### config.mk
export PLATFORM = sky130hd
export DESIGN_NAME = cdc_rst_req_gen
export DESIGN_NICKNAME = d
export VERILOG_FILES = /design/src/rtl/cdc_pkg.sv /design/src/rtl/cdc_bit_sync.sv /design/src/rtl/cdc_rst_req_gen.sv
export SDC_FILE = /design/constraint.sdc
export NUM_CORES = 1
export LEC_CHECK = 0
export BUFFER_PORTS_ARGS = -buffer_cell sky130_fd_sc_hd__buf_2
export CAP_MARGIN = 20
export CORE_MARGIN = 1
export CORE_UTILIZATION = 40
export CTS_BUF_LIST = sky130_fd_sc_hd__clkbuf_4 sky130_fd_sc_hd__clkbuf_8
export CTS_CLUSTER_DIAMETER = 80
export CTS_CLUSTER_SIZE = 25
export DETAILED_ROUTE_END_ITERATION = 6
export GPL_TIMING_DRIVEN = 0
export RECOVER_POWER = 50
export SLEW_MARGIN = 20
export SYNTH_ARGS = -nofsm -noshare
export SYNTH_HDL_FRONTEND = slang
export SYNTH_HIERARCHICAL = 1
export SYNTH_SLANG_ARGS = --single-unit
### constraint.sdc
create_clock -name clk -period 2.75 [get_ports clk]
set_clock_uncertainty 0.2 [all_clocks]
set_input_delay 0 -clock clk [delete_from_list [all_inputs] [get_ports clk]]
set_output_delay 0 -clock clk [all_outputs]
set_load 0.05 [all_outputs]
### src/rtl/cdc_pkg.sv
// Shared types and helpers for the reset-crossing blocks.
// Holds the request-generator state encoding and a counter-width helper.
package cdc_pkg;

  typedef enum logic [1:0] {
    IDLE        = 2'd0,
    HOLD        = 2'd1,
    WAIT_ASSERT = 2'd2,
    WAIT_REL    = 2'd3
  } rst_req_state_t;

  // Bits needed to hold the value max_val without wrapping (at least 1).
  function automatic int cnt_width(input int max_val);
    int w;
    w = $clog2(max_val + 1);
    if (w < 1) w = 1;
    return w;
  endfunction

endpackage

### src/rtl/cdc_bit_sync.sv
// Multi-stage single-bit synchronizer for a level crossing into clk.
// The reset value is a parameter so the chain can come up at a known level.
module cdc_bit_sync
  import cdc_pkg::*;
#(
  parameter int   STAGES    = 3,
  parameter logic RESET_VAL = 1'b0
) (
  input  logic clk,
  input  logic async_clr,
  input  logic i_d,
  output logic o_q
);

  (* async_reg = "true" *) logic [STAGES-1:0] r_sync;

  // Shift the asynchronous input through the flop chain.
  always_ff @(posedge clk or posedge async_clr) begin
    if (async_clr) r_sync <= {STAGES{RESET_VAL}};
    else           r_sync <= {r_sync[STAGES-2:0], i_d};
  end

  assign o_q = r_sync[STAGES-1];

endmodule

### src/rtl/cdc_rst_req_gen.sv
// Reset-crossing initiator: turns a request pulse into a held reset level
// toward a remote domain and waits for its synchronized status to confirm
// assertion and release.
// Optional feature macro: CDC_RST_REQ_GEN_TIMEOUT_EN (ack wait timeout).
module cdc_rst_req_gen
  import cdc_pkg::*;
#(
  parameter int SYNC_FF         = 3,
  parameter int HOLD_CYCLES     = 16,
  parameter bit RST_ACTIVE_HIGH = 1'b0,
  parameter bit ACK_ACTIVE_HIGH = 1'b0,
  parameter int TIMEOUT_CYCLES  = 1024
) (
  input  logic clk,
  input  logic async_clr,
  input  logic rst_req,
  input  logic rst_ack_in,
  output logic rst_out,
  output logic busy,
  output logic done,
  output logic timeout_err
);

  localparam int              CNT_W     = cnt_width(HOLD_CYCLES);
  localparam logic [CNT_W-1:0] HOLD_LAST = CNT_W'(HOLD_CYCLES - 1);
  localparam logic [CNT_W-1:0] CNT_SAT   = CNT_W'(HOLD_CYCLES);
  localparam logic             RST_ON    = RST_ACTIVE_HIGH ? 1'b1 : 1'b0;
  localparam logic             ACK_ON    = ACK_ACTIVE_HIGH ? 1'b1 : 1'b0;

  if (SYNC_FF < 2 || SYNC_FF > 8) begin : g_bad_sync_ff
    $error("cdc_rst_req_gen: SYNC_FF must be in 2..8");
  end
  if (HOLD_CYCLES < 1) begin : g_bad_hold
    $error("cdc_rst_req_gen: HOLD_CYCLES must be >= 1");
  end
  if (TIMEOUT_CYCLES < 1) begin : g_bad_timeout
    $error("cdc_rst_req_gen: TIMEOUT_CYCLES must be >= 1");
  end

  rst_req_state_t   r_state;
  logic [CNT_W-1:0] r_cnt;
  logic             r_pending;
  logic             r_rst_out;
  logic             r_busy;
  logic             r_done;
  logic             r_timeout_err;

  rst_req_state_t   w_next_state;
  logic             w_cnt_clr;
  logic             w_pend_next;
  logic             w_done_next;
  logic             w_timeout;
  logic             w_tout_hit;
  logic             w_ack_sync;
  logic             w_ack_a;

  // The chain resets to the asserted level, matching a remote that is held
  // in reset while this block is in reset.
  cdc_bit_sync #(
    .STAGES    (SYNC_FF),
    .RESET_VAL (ACK_ON)
  ) u_ack_sync (
    .clk       (clk),
    .async_clr (async_clr),
    .i_d       (rst_ack_in),
    .o_q       (w_ack_sync)
  );

  assign w_ack_a = (w_ack_sync == ACK_ON);

`ifdef CDC_RST_REQ_GEN_TIMEOUT_EN
  localparam int              TOUT_W    = cnt_width(TIMEOUT_CYCLES);
  localparam logic [TOUT_W-1:0] TOUT_LAST = TOUT_W'(TIMEOUT_CYCLES - 1);

  logic [TOUT_W-1:0] r_tcnt;

  // Count cycles spent waiting for the ack; restart on every state change.
  always_ff @(posedge clk or posedge async_clr) begin
    if (async_clr) begin
      r_tcnt <= '0;
    end else if (w_next_state != r_state) begin
      r_tcnt <= '0;
    end else if ((r_state == WAIT_ASSERT || r_state == WAIT_REL) && r_tcnt != TOUT_LAST) begin
      r_tcnt <= r_tcnt + TOUT_W'(1);
    end
  end

  assign w_tout_hit = (r_tcnt == TOUT_LAST);
`else
  assign w_tout_hit = 1'b0;
`endif

  // Next-state decision; any accepted request restarts the hold from zero.
  always_comb begin
    w_next_state = r_state;
    w_cnt_clr    = 1'b0;
    w_pend_next  = r_pending;
    w_done_next  = 1'b0;
    w_timeout    = 1'b0;
    case (r_state)
      IDLE: begin
        if (rst_req) begin
          w_next_state = HOLD;
          w_cnt_clr    = 1'b1;
        end
      end
      HOLD: begin
        if (rst_req) begin
          w_cnt_clr = 1'b1;
        end else if (r_cnt == HOLD_LAST) begin
          w_next_state = WAIT_ASSERT;
        end
      end
      WAIT_ASSERT: begin
        if (rst_req) begin
          w_next_state = HOLD;
          w_cnt_clr    = 1'b1;
        end else if (w_ack_a) begin
          w_next_state = WAIT_REL;
        end else if (w_tout_hit) begin
          w_next_state = WAIT_REL;
          w_timeout    = 1'b1;
        end
      end
      WAIT_REL: begin
        if (!w_ack_a) begin
          w_pend_next = 1'b0;
          if (r_pending || rst_req) begin
            w_next_state = HOLD;
            w_cnt_clr    = 1'b1;
          end else begin
            w_next_state = IDLE;
            w_done_next  = ~r_timeout_err;
          end
        end else if (w_tout_hit) begin
          w_next_state = IDLE;
          w_pend_next  = 1'b0;
          w_timeout    = 1'b1;
        end else if (rst_req) begin
          w_pend_next = 1'b1;
        end
      end
      default: begin
        w_next_state = HOLD;
        w_cnt_clr    = 1'b1;
      end
    endcase
  end

  // State, hold counter and outputs, all registered from the next state.
  always_ff @(posedge clk or posedge async_clr) begin
    if (async_clr) begin
      r_state       <= HOLD;
      r_cnt         <= '0;
      r_pending     <= 1'b0;
      r_rst_out     <= RST_ON;
      r_busy        <= 1'b1;
      r_done        <= 1'b0;
      r_timeout_err <= 1'b0;
    end else begin
      r_state   <= w_next_state;
      r_pending <= w_pend_next;
      if (w_cnt_clr) begin
        r_cnt <= '0;
      end else if (r_state == HOLD && r_cnt != CNT_SAT) begin
        r_cnt <= r_cnt + CNT_W'(1);
      end
      r_rst_out <= (w_next_state == HOLD || w_next_state == WAIT_ASSERT) ? RST_ON : ~RST_ON;
      r_busy    <= (w_next_state != IDLE);
      r_done    <= w_done_next;
      if (w_cnt_clr) begin
        r_timeout_err <= 1'b0;
      end else if (w_timeout) begin
        r_timeout_err <= 1'b1;
      end
    end
  end

  assign rst_out     = r_rst_out;
  assign busy        = r_busy;
  assign done        = r_done;
  assign timeout_err = r_timeout_err;

endmodule
==> results of run 1 <==
area by class of cell:
class	count	area share
Buffer	3	0.0320
Clock buffer	4	0.0442
Timing Repair Buffer	10	0.0854
Multi-Input combinational cell	40	0.348
Tap cell	16	0.0244
Inverter	8	0.0366
Sequential cell	14	0.430
per-layer routing:
metal  part of all wire  global-route usage
met5                  0                   0
met4              0.030               0.113
met3              0.022              0.0375
met2               0.48               0.245
met1               0.47               0.194
sequential cells by signal, indices dropped and copies added (netlist names):
register,count
r_state,2
r_pending,1
done,1
rst_out,1
busy,1
u_ack_sync/r_sync,3
r_cnt,5
metrics by stage:
stage / cell area, um2 / utilization / std cells
3_5_place_dp: 744 / 0.478 / 87
2_1_floorplan: 694 / - / 65
3_3_place_gp: 744 / 0.478 / 87
5_1_grt: 821 / 0.526 / 95
6_report: 821 / 0.526 / 95
4_1_cts: 821 / 0.526 / 95
worst min-delay path: stages:
cell           delay [ns]
dlygate4sd3_1        0.53
buf_2                0.12
inv_1                0.32
path summary, 6_finish.rpt:
path	from	to	slack [ns]
worst max register to register	r_cnt[0]$_DFFE_PP0P_	rst_out$_DFF_PP0_	0.90
max in group asynchronous	async_clr	u_ack_sync/r_sync[2]$_DFF_PP0_	1.74
worst min-delay path	async_clr	rst_out$_DFF_PP0_	0.05
worst min register to register	u_ack_sync/r_sync[1]$_DFF_PP0_	u_ack_sync/r_sync[2]$_DFF_PP0_	0.16
min in group clk	u_ack_sync/r_sync[1]$_DFF_PP0_	u_ack_sync/r_sync[2]$_DFF_PP0_	0.16
worst max-delay path	r_cnt[0]$_DFFE_PP0P_	rst_out$_DFF_PP0_	0.90
logic make-up (layout without fill, tap and decap cells):
kind of cell | count (synthesis) | count (layout) | share of synthesized area
other cells | 1 | 1 | 0.00540
fa+ha+maj | 4 | 4 | 0.0721
mux | 1 | 1 | 0.0144
buf+inv | 11 | 25 | 0.0811
compound gates | 16 | 16 | 0.142
flops | 14 | 14 | 0.508
simple gates | 18 | 18 | 0.177
power by group through the flow:
| stage | sequential [mW] | clock, mW | combinational (mW) |
|---|---|---|---|
| floorplan | 0.220 | 0 | 0.0200 |
| global placement | 0.222 | 0 | 0.0260 |
| detailed placement | 0.222 | 0 | 0.0269 |
| CTS | 0.218 | 0.155 | 0.0312 |
| global route | 0.219 | 0.164 | 0.0353 |
| finish | 0.218 | 0.152 | 0.0308 |
layout by cell type (no fill, tap or decap), drive strengths merged, types with 3 or more instances in the layout:
| cell type | instances |
|---|---|
| buf | 9 |
| clkbuf | 4 |
| dfrtp | 12 |
| o21ai | 4 |
| nand3 | 3 |
| ha | 4 |
| nor2 | 3 |
| inv | 8 |
| dlygate4sd3 | 4 |
| a31oi | 5 |
| a21oi | 3 |
==> flow_summary_export.csv, run 1 <==
group,metric,value,unit
setup_path,path_buf_inv,1,
setup_path,arrival,1.84,ns
cells_and_area,register_area,353,um2
drt,first_iter_violations,6,
floorplan,die_h,43.7,um
logic_synthesis,ys_seq_area_frac,0.508,
pwr,switchingPower,0.0941,mW
clock_tree,insertion_delay,0.29,ns
floorplan,io_pins,8,
timing,final_hold_viol_count,0,
pwr,switching_share,0.235,
pwr,p_seq_frac,0.544,
pwr,p_leak,0.406,nW
clock_tree,htree_levels,1,
grt,grt_util_all_layers,0.158,
drt,drcViolationCount,0,
timing,timing.fmax,0.541,GHz
logic_synthesis,synth_edf_count,0,
clock_tree,cts_buffers,3,
logic_synthesis,synthesis.area,694,um2
drt,routed_wl,1200,um
timing,tns,0,ns
setup_path,crit_cells,7,
setup_path,worstSetupPathType,"reg2reg",
timing,finalCritPeriodShare,0.673,
logic_synthesis,synth_area_per_cell,10.7,um2
setup_path,max_stage_delay,0.42,ns
setup_path,cp-end-kind,"register",
logic_synthesis,yosysTopAreaCellShare,0.432,
logic_synthesis,synth_common_cells,"12 x dfrtp_1, 8 x inv_1, 5 x a31oi_1",
place,dp_hpwl,856,um
place,port-buffer-count,6,
status,status,"finished, final reports clean",
logic_synthesis,yosys_most_used_dff,"dfrtp_1",
grt,grt_pass1_vias,500,
drt,ant_nets,0,
setup_path,required,2.74,ns
floorplan,start_util,0.445,
logic_synthesis,ys_types,26,
cells_and_area,n_antenna_cell,0,
logic_synthesis,syn_nets,73,
logic_synthesis,synthTopCellsByArea,"dfrtp_1 43%, dfstp_2 7.6%, ha_1 7.2%",
clock_tree,cts_setup_buffers,0,
floorplan,rows,14,
cells_and_area,multiInputGateArea,285,um2
clock_tree,ctsHoldBuffers,4,
clock_tree,cts_tree,"done",
grt,antenna_found_initial,0,
pwr,combPwrFrac,0.077,
setup_path,worstRegToRegCells,7,
drt,wl_per_cell,12.6,um
timing,layout_setup_ws,0.900,ns
grt,grt_max_degree,12,
cells_and_area,drive_above_1_share,0.215,
setup_path,crit_top_cell,"ha_1",
clock_tree,post_cts_resized,0,
flow_run,max-cap-violations,0,
logic_synthesis,synth_warnings,6,
timing,hold_ws,0.0489,ns
pwr,total_power,0.401,mW
drt,firstDrtPassIters,3,
logic_synthesis,synth_top_area_cell,"dfrtp_1",
clock_tree,path_clk_slew,0.09,ns
pwr,p_clk_frac,0.380,
pwr,peakVddDrop,0.318,mV
logic_synthesis,synth.most_common_cell,"dfrtp_1",
pwr,power.internal,0.307,mW
cells_and_area,nNetsFinal,88,
drt,vias_per_cell,5.29,
setup_path,cpMaxStageDelayCell,"dfrtp_1",
grt,gr-total-overflow,0,
timing,maxSlewViolCount,0,
drt,vias,503,
setup_path,crit_fanout,4,
clock_tree,cts_buffer_depth,2,
clock_tree,clockRootBuffer,"clkbuf_4",
floorplan,dieWidth,43.7,um
setup_path,critPathTopFamily,"adder cells",
timing,fin_crit,1.85,ns
timing,grt_setup_unrepaired,"no",
clock_tree,cts.sinks,14,
floorplan,core,0.00156,mm2
cells_and_area,syn2layout_area_growth,18.2,%
worst_hold_path,hold_class,"in2async",
logic_synthesis,synth_cells,65,
floorplan,dieArea,0.00191,mm2
cells_and_area,fillCellCount,138,
setup_path,critical_path.cell_chain,"ha_1, and3_1, ha_1, nor2_1, nor3_1, ha_1, inv_1",
place,post-place-ws,0.908,ns
setup_path,cp-start-kind,"register",
timing,finalSetupViolations,0,
logic_synthesis,async_flop_share,1.00,
pwr,power_density,488,mW/mm2
place,place_congestion,0.677,
grt,grt_pass1_wl,2110,um
logic_synthesis,synth_seq_cells,14,
Note: power is estimated with default switching activity, not from simulation.
==> inputs of run 2 (changes only) <==
Settings changed: ABC_AREA set to 1.
Clock period 2.75 ns to 1.72 ns, I/O delays scaled along.
==> run 2 against run 1 <==
Net effect:
- the flow now finishes with violations (negative hold slack, negative setup slack)
- synthesized cell count grew 37%
- die area grew 5.9%
- combinational power grew to 17 times the previous value
- maximum frequency is 1.2% lower
- final area rose by 17%
- largest cell class unchanged
- largest power group is now combinational cells
==> flow_summary_export.csv, run 2 <==
group,metric,value,unit
logic_synthesis,synth.most_common_cell,"nand2_1",
clock_tree,insertion_delay,0.29,ns
cells_and_area,largest_registers,"r_cnt: 5 flops, u_ack_sync/r_sync: 3 flops, r_state: 2 flops",
drt,routed_wl,1470,um
pwr,p_clk_frac,0.196,
pwr,p_leak,0.510,nW
logic_synthesis,synth_edf_count,0,
place,dpl_cell_area,798,um2
drt,vias_per_cell,4.61,
status,violations,"negative hold slack, negative setup slack",
cells_and_area,final_common_cell,"nand2_1",
cells_and_area,drive_above_1_share,0.315,
clock_tree,cts_tree,"done",
setup_path,critical_path.cell_chain,"ha_2, nand2_2, nor2_2, ha_2, inv_2, nor2_2, nand2_1, nand3_2, o21ai_2, ha_1, inv_1",
logic_synthesis,synth_cells,89,
grt,grt_max_degree,12,
pwr,power_density,1280,mW/mm2
logic_synthesis,synth_common_cells,"18 x nand2_1, 14 x inv_1, 14 x nand3_1",
grt,grt_util_all_layers,0.160,
pwr,power.internal,0.727,mW
clock_tree,path_clk_slew,0.09,ns
place,port-buffer-count,6,
clock_tree,cts_buffers,3,
place,dp.cells,120,
setup_path,cp-start-kind,"register",
cells_and_area,final_cell_area,963,um2
floorplan,core,0.00173,mm2
logic_synthesis,yosysTopAreaCellShare,0.407,
flow_run,max-cap-violations,0,
floorplan,die_h,44.9,um
cells_and_area,multiInputGateArea,333,um2
worst_hold_path,min_from,"rst_req",
setup_path,required,1.70,ns
logic_synthesis,synth_warnings,6,
cells_and_area,nNetsFinal,120,
status,status,"finished, violations left",
floorplan,start_util,0.427,
setup_path,worstSetupPathType,"reg2reg",
place,dp_hpwl,915,um
pwr,peakVddDrop,0.923,mV
pwr,switchingPower,0.502,mW
cells_and_area,fillCellCount,178,
logic_synthesis,synth_seq_cells,14,
setup_path,path_buf_inv,2,
drt,vias,627,
drt,first_iter_violations,14,
cells_and_area,syn2layout_area_growth,30.7,%
grt,grt_pass1_vias,550,
timing,finalSetupViolations,2,
cells_and_area,n_antenna_cell,0,
setup_path,cp-end-kind,"register",
logic_synthesis,synth_area_per_cell,8.28,um2
pwr,combPwrFrac,0.420,
logic_synthesis,synthesis.area,737,um2
cells_and_area,largest-register,"r_cnt",
timing,hold_ws,-0.0295,ns
logic_synthesis,yosys_most_used_dff,"dfrtp_1",
setup_path,critPathTopFamily,"adder cells",
logic_synthesis,synthTopCellsByArea,"dfrtp_1 41%, nand3_1 9.5%, nand2_1 9.2%",
cells_and_area,largest_reg_flops,5,
logic_synthesis,synth_top_area_cell,"dfrtp_1",
logic_synthesis,ys_seq_area_frac,0.479,
drt,ant_nets,0,
floorplan,dieArea,0.00202,mm2
timing,timing.fmax,0.534,GHz
pwr,switching_share,0.409,
setup_path,max_stage_delay,0.37,ns
cells_and_area,instances_no_fill,136,
logic_synthesis,ys_types,20,
floorplan,io_pins,8,
timing,fin_crit,1.87,ns
setup_path,startpoint,"r_cnt[1]$_DFFE_PP0P_",
setup_path,crit_fanout,2,
floorplan,rows,15,
drt,wl_per_cell,10.8,um
pwr,p_seq_frac,0.384,
grt,antenna_found_initial,0,
timing,maxSlewViolCount,0,
setup_path,crit-reg2reg-launch,"r_cnt[1]$_DFFE_PP0P_",
setup_path,arrival,1.85,ns
timing,grt_setup_unrepaired,"yes",
timing,finalCritPeriodShare,1.09,
clock_tree,clockRootBuffer,"clkbuf_4",
drt,firstDrtPassIters,4,
clock_tree,cts_buffer_depth,2,
setup_path,r2r_setup_slack,-0.15,ns
setup_path,cpMaxStageDelayCell,"dfrtp_1",
cells_and_area,final_cell_mix,"17 x nand2_1, 13 x nand3_1, 12 x inv_1, 12 x dfrtp_1, 7 x dlygate4sd3_1",
grt,grt_pass1_wl,2260,um
clock_tree,htree_levels,1,
floorplan,dieWidth,44.9,um
timing,layout_setup_ws,-0.153,ns
logic_synthesis,syn_nets,97,
place,place_congestion,0.835,
clock_tree,cts.sinks,14,
cells_and_area,register_area,353,um2
worst_hold_path,hold_class,"in2reg",
logic_synthesis,async_flop_share,1.00,
grt,gr-total-overflow,0,
timing,final_hold_viol_count,1,
drt,drcViolationCount,0,
run 2: changes by cell type after synthesis, sizes merged, moves of 2 or more:
cell    change
a31oi       -5
or3         -2
buf         -2
inv         +8
nand3      +11
nand4       +2
nand2      +20
a21oi       -2
nor2        +4
o211ai      +2
a311oi      -2
run 2: power groups by stage:
stage / Clock, mW / Combinational, mW / Sequential [mW]
3_3_place_gp: 0 / 0.411 / 0.482
4_1_cts: 0.260 / 0.481 / 0.470
2_1_floorplan: 0 / 0.264 / 0.543
5_1_grt: 0.266 / 0.579 / 0.477
3_5_place_dp: 0 / 0.419 / 0.483
6_report: 0.241 / 0.516 / 0.471
run 2: cell families after synthesis:
kind of cell	Yosys count	share of synthesized area
AOI/OAI and AO/OA	6	0.0475
xor gates and xnor gates	1	0.0119
adders and majority gates	4	0.0679
buffers and inverters	18	0.0985
DFF	14	0.479
other	1	0.00509
and+or+nand+nor	45	0.290
run 2: final cells by class:
cell class              instances  share of cell area
flip-flops and latches         14               0.366
multi-input cells              57               0.345
repair buffers                 18               0.143
inverters                      17              0.0675
clock buffers                   4              0.0377
well taps                      25              0.0325
plain buffers                   1             0.00779
run 2: final timing paths:
kind / to / cells after the start
max: rst_out$_DFF_PP0_ / 11
min: r_state[1]$_DFF_PP0_ / 6
max reg2reg: rst_out$_DFF_PP0_ / 11
min reg2reg: u_ack_sync/r_sync[2]$_DFF_PP0_ / 0
max in group asynchronous: u_ack_sync/r_sync[2]$_DFF_PP0_ / 4
min in group asynchronous: r_cnt[2]$_DFFE_PP0P_ / 3
run 2: tightest hold or removal path, cell delays in order:
cell	delay [ns]
buf_2	0.14
nor2_2	0.06
nand2_1	0.06
nand3_2	0.06
o21ai_2	0.07
inv_2	0.03
run 2: routing by layer:
metal / GRT usage / part of all wire
met3: 0.0240 / 0.023
met4: 0.109 / 0.0082
met1: 0.204 / 0.47
met2: 0.249 / 0.50
met5: 0 / 0
run 2: what timing repair did:
action | 4_1_cts | 5_1_grt
hold endpoints to repair | 19 | 2
setup endpoints to repair | 2 | 3
hold buffers | 6 | 1
gates resized for setup | 3 | 6
pin swaps | 2 | 3
setup buffers | 3 | 2
run 2: metrics by stage:
stage,power [mW],hold WS [ns],TNS (ns),worst slack (ns),utilization
2_1_floorplan,0.807,-0.446,-0.0651,-0.0651,-
3_3_place_gp,0.893,-0.324,-0.329,-0.234,0.462
3_5_place_dp,0.903,-0.316,-0.327,-0.234,0.462
4_1_cts,1.21,-0.147,-0.143,-0.138,0.536
5_1_grt,1.32,-0.00499,-0.331,-0.227,0.558
6_report,1.23,-0.0295,-0.169,-0.153,0.558
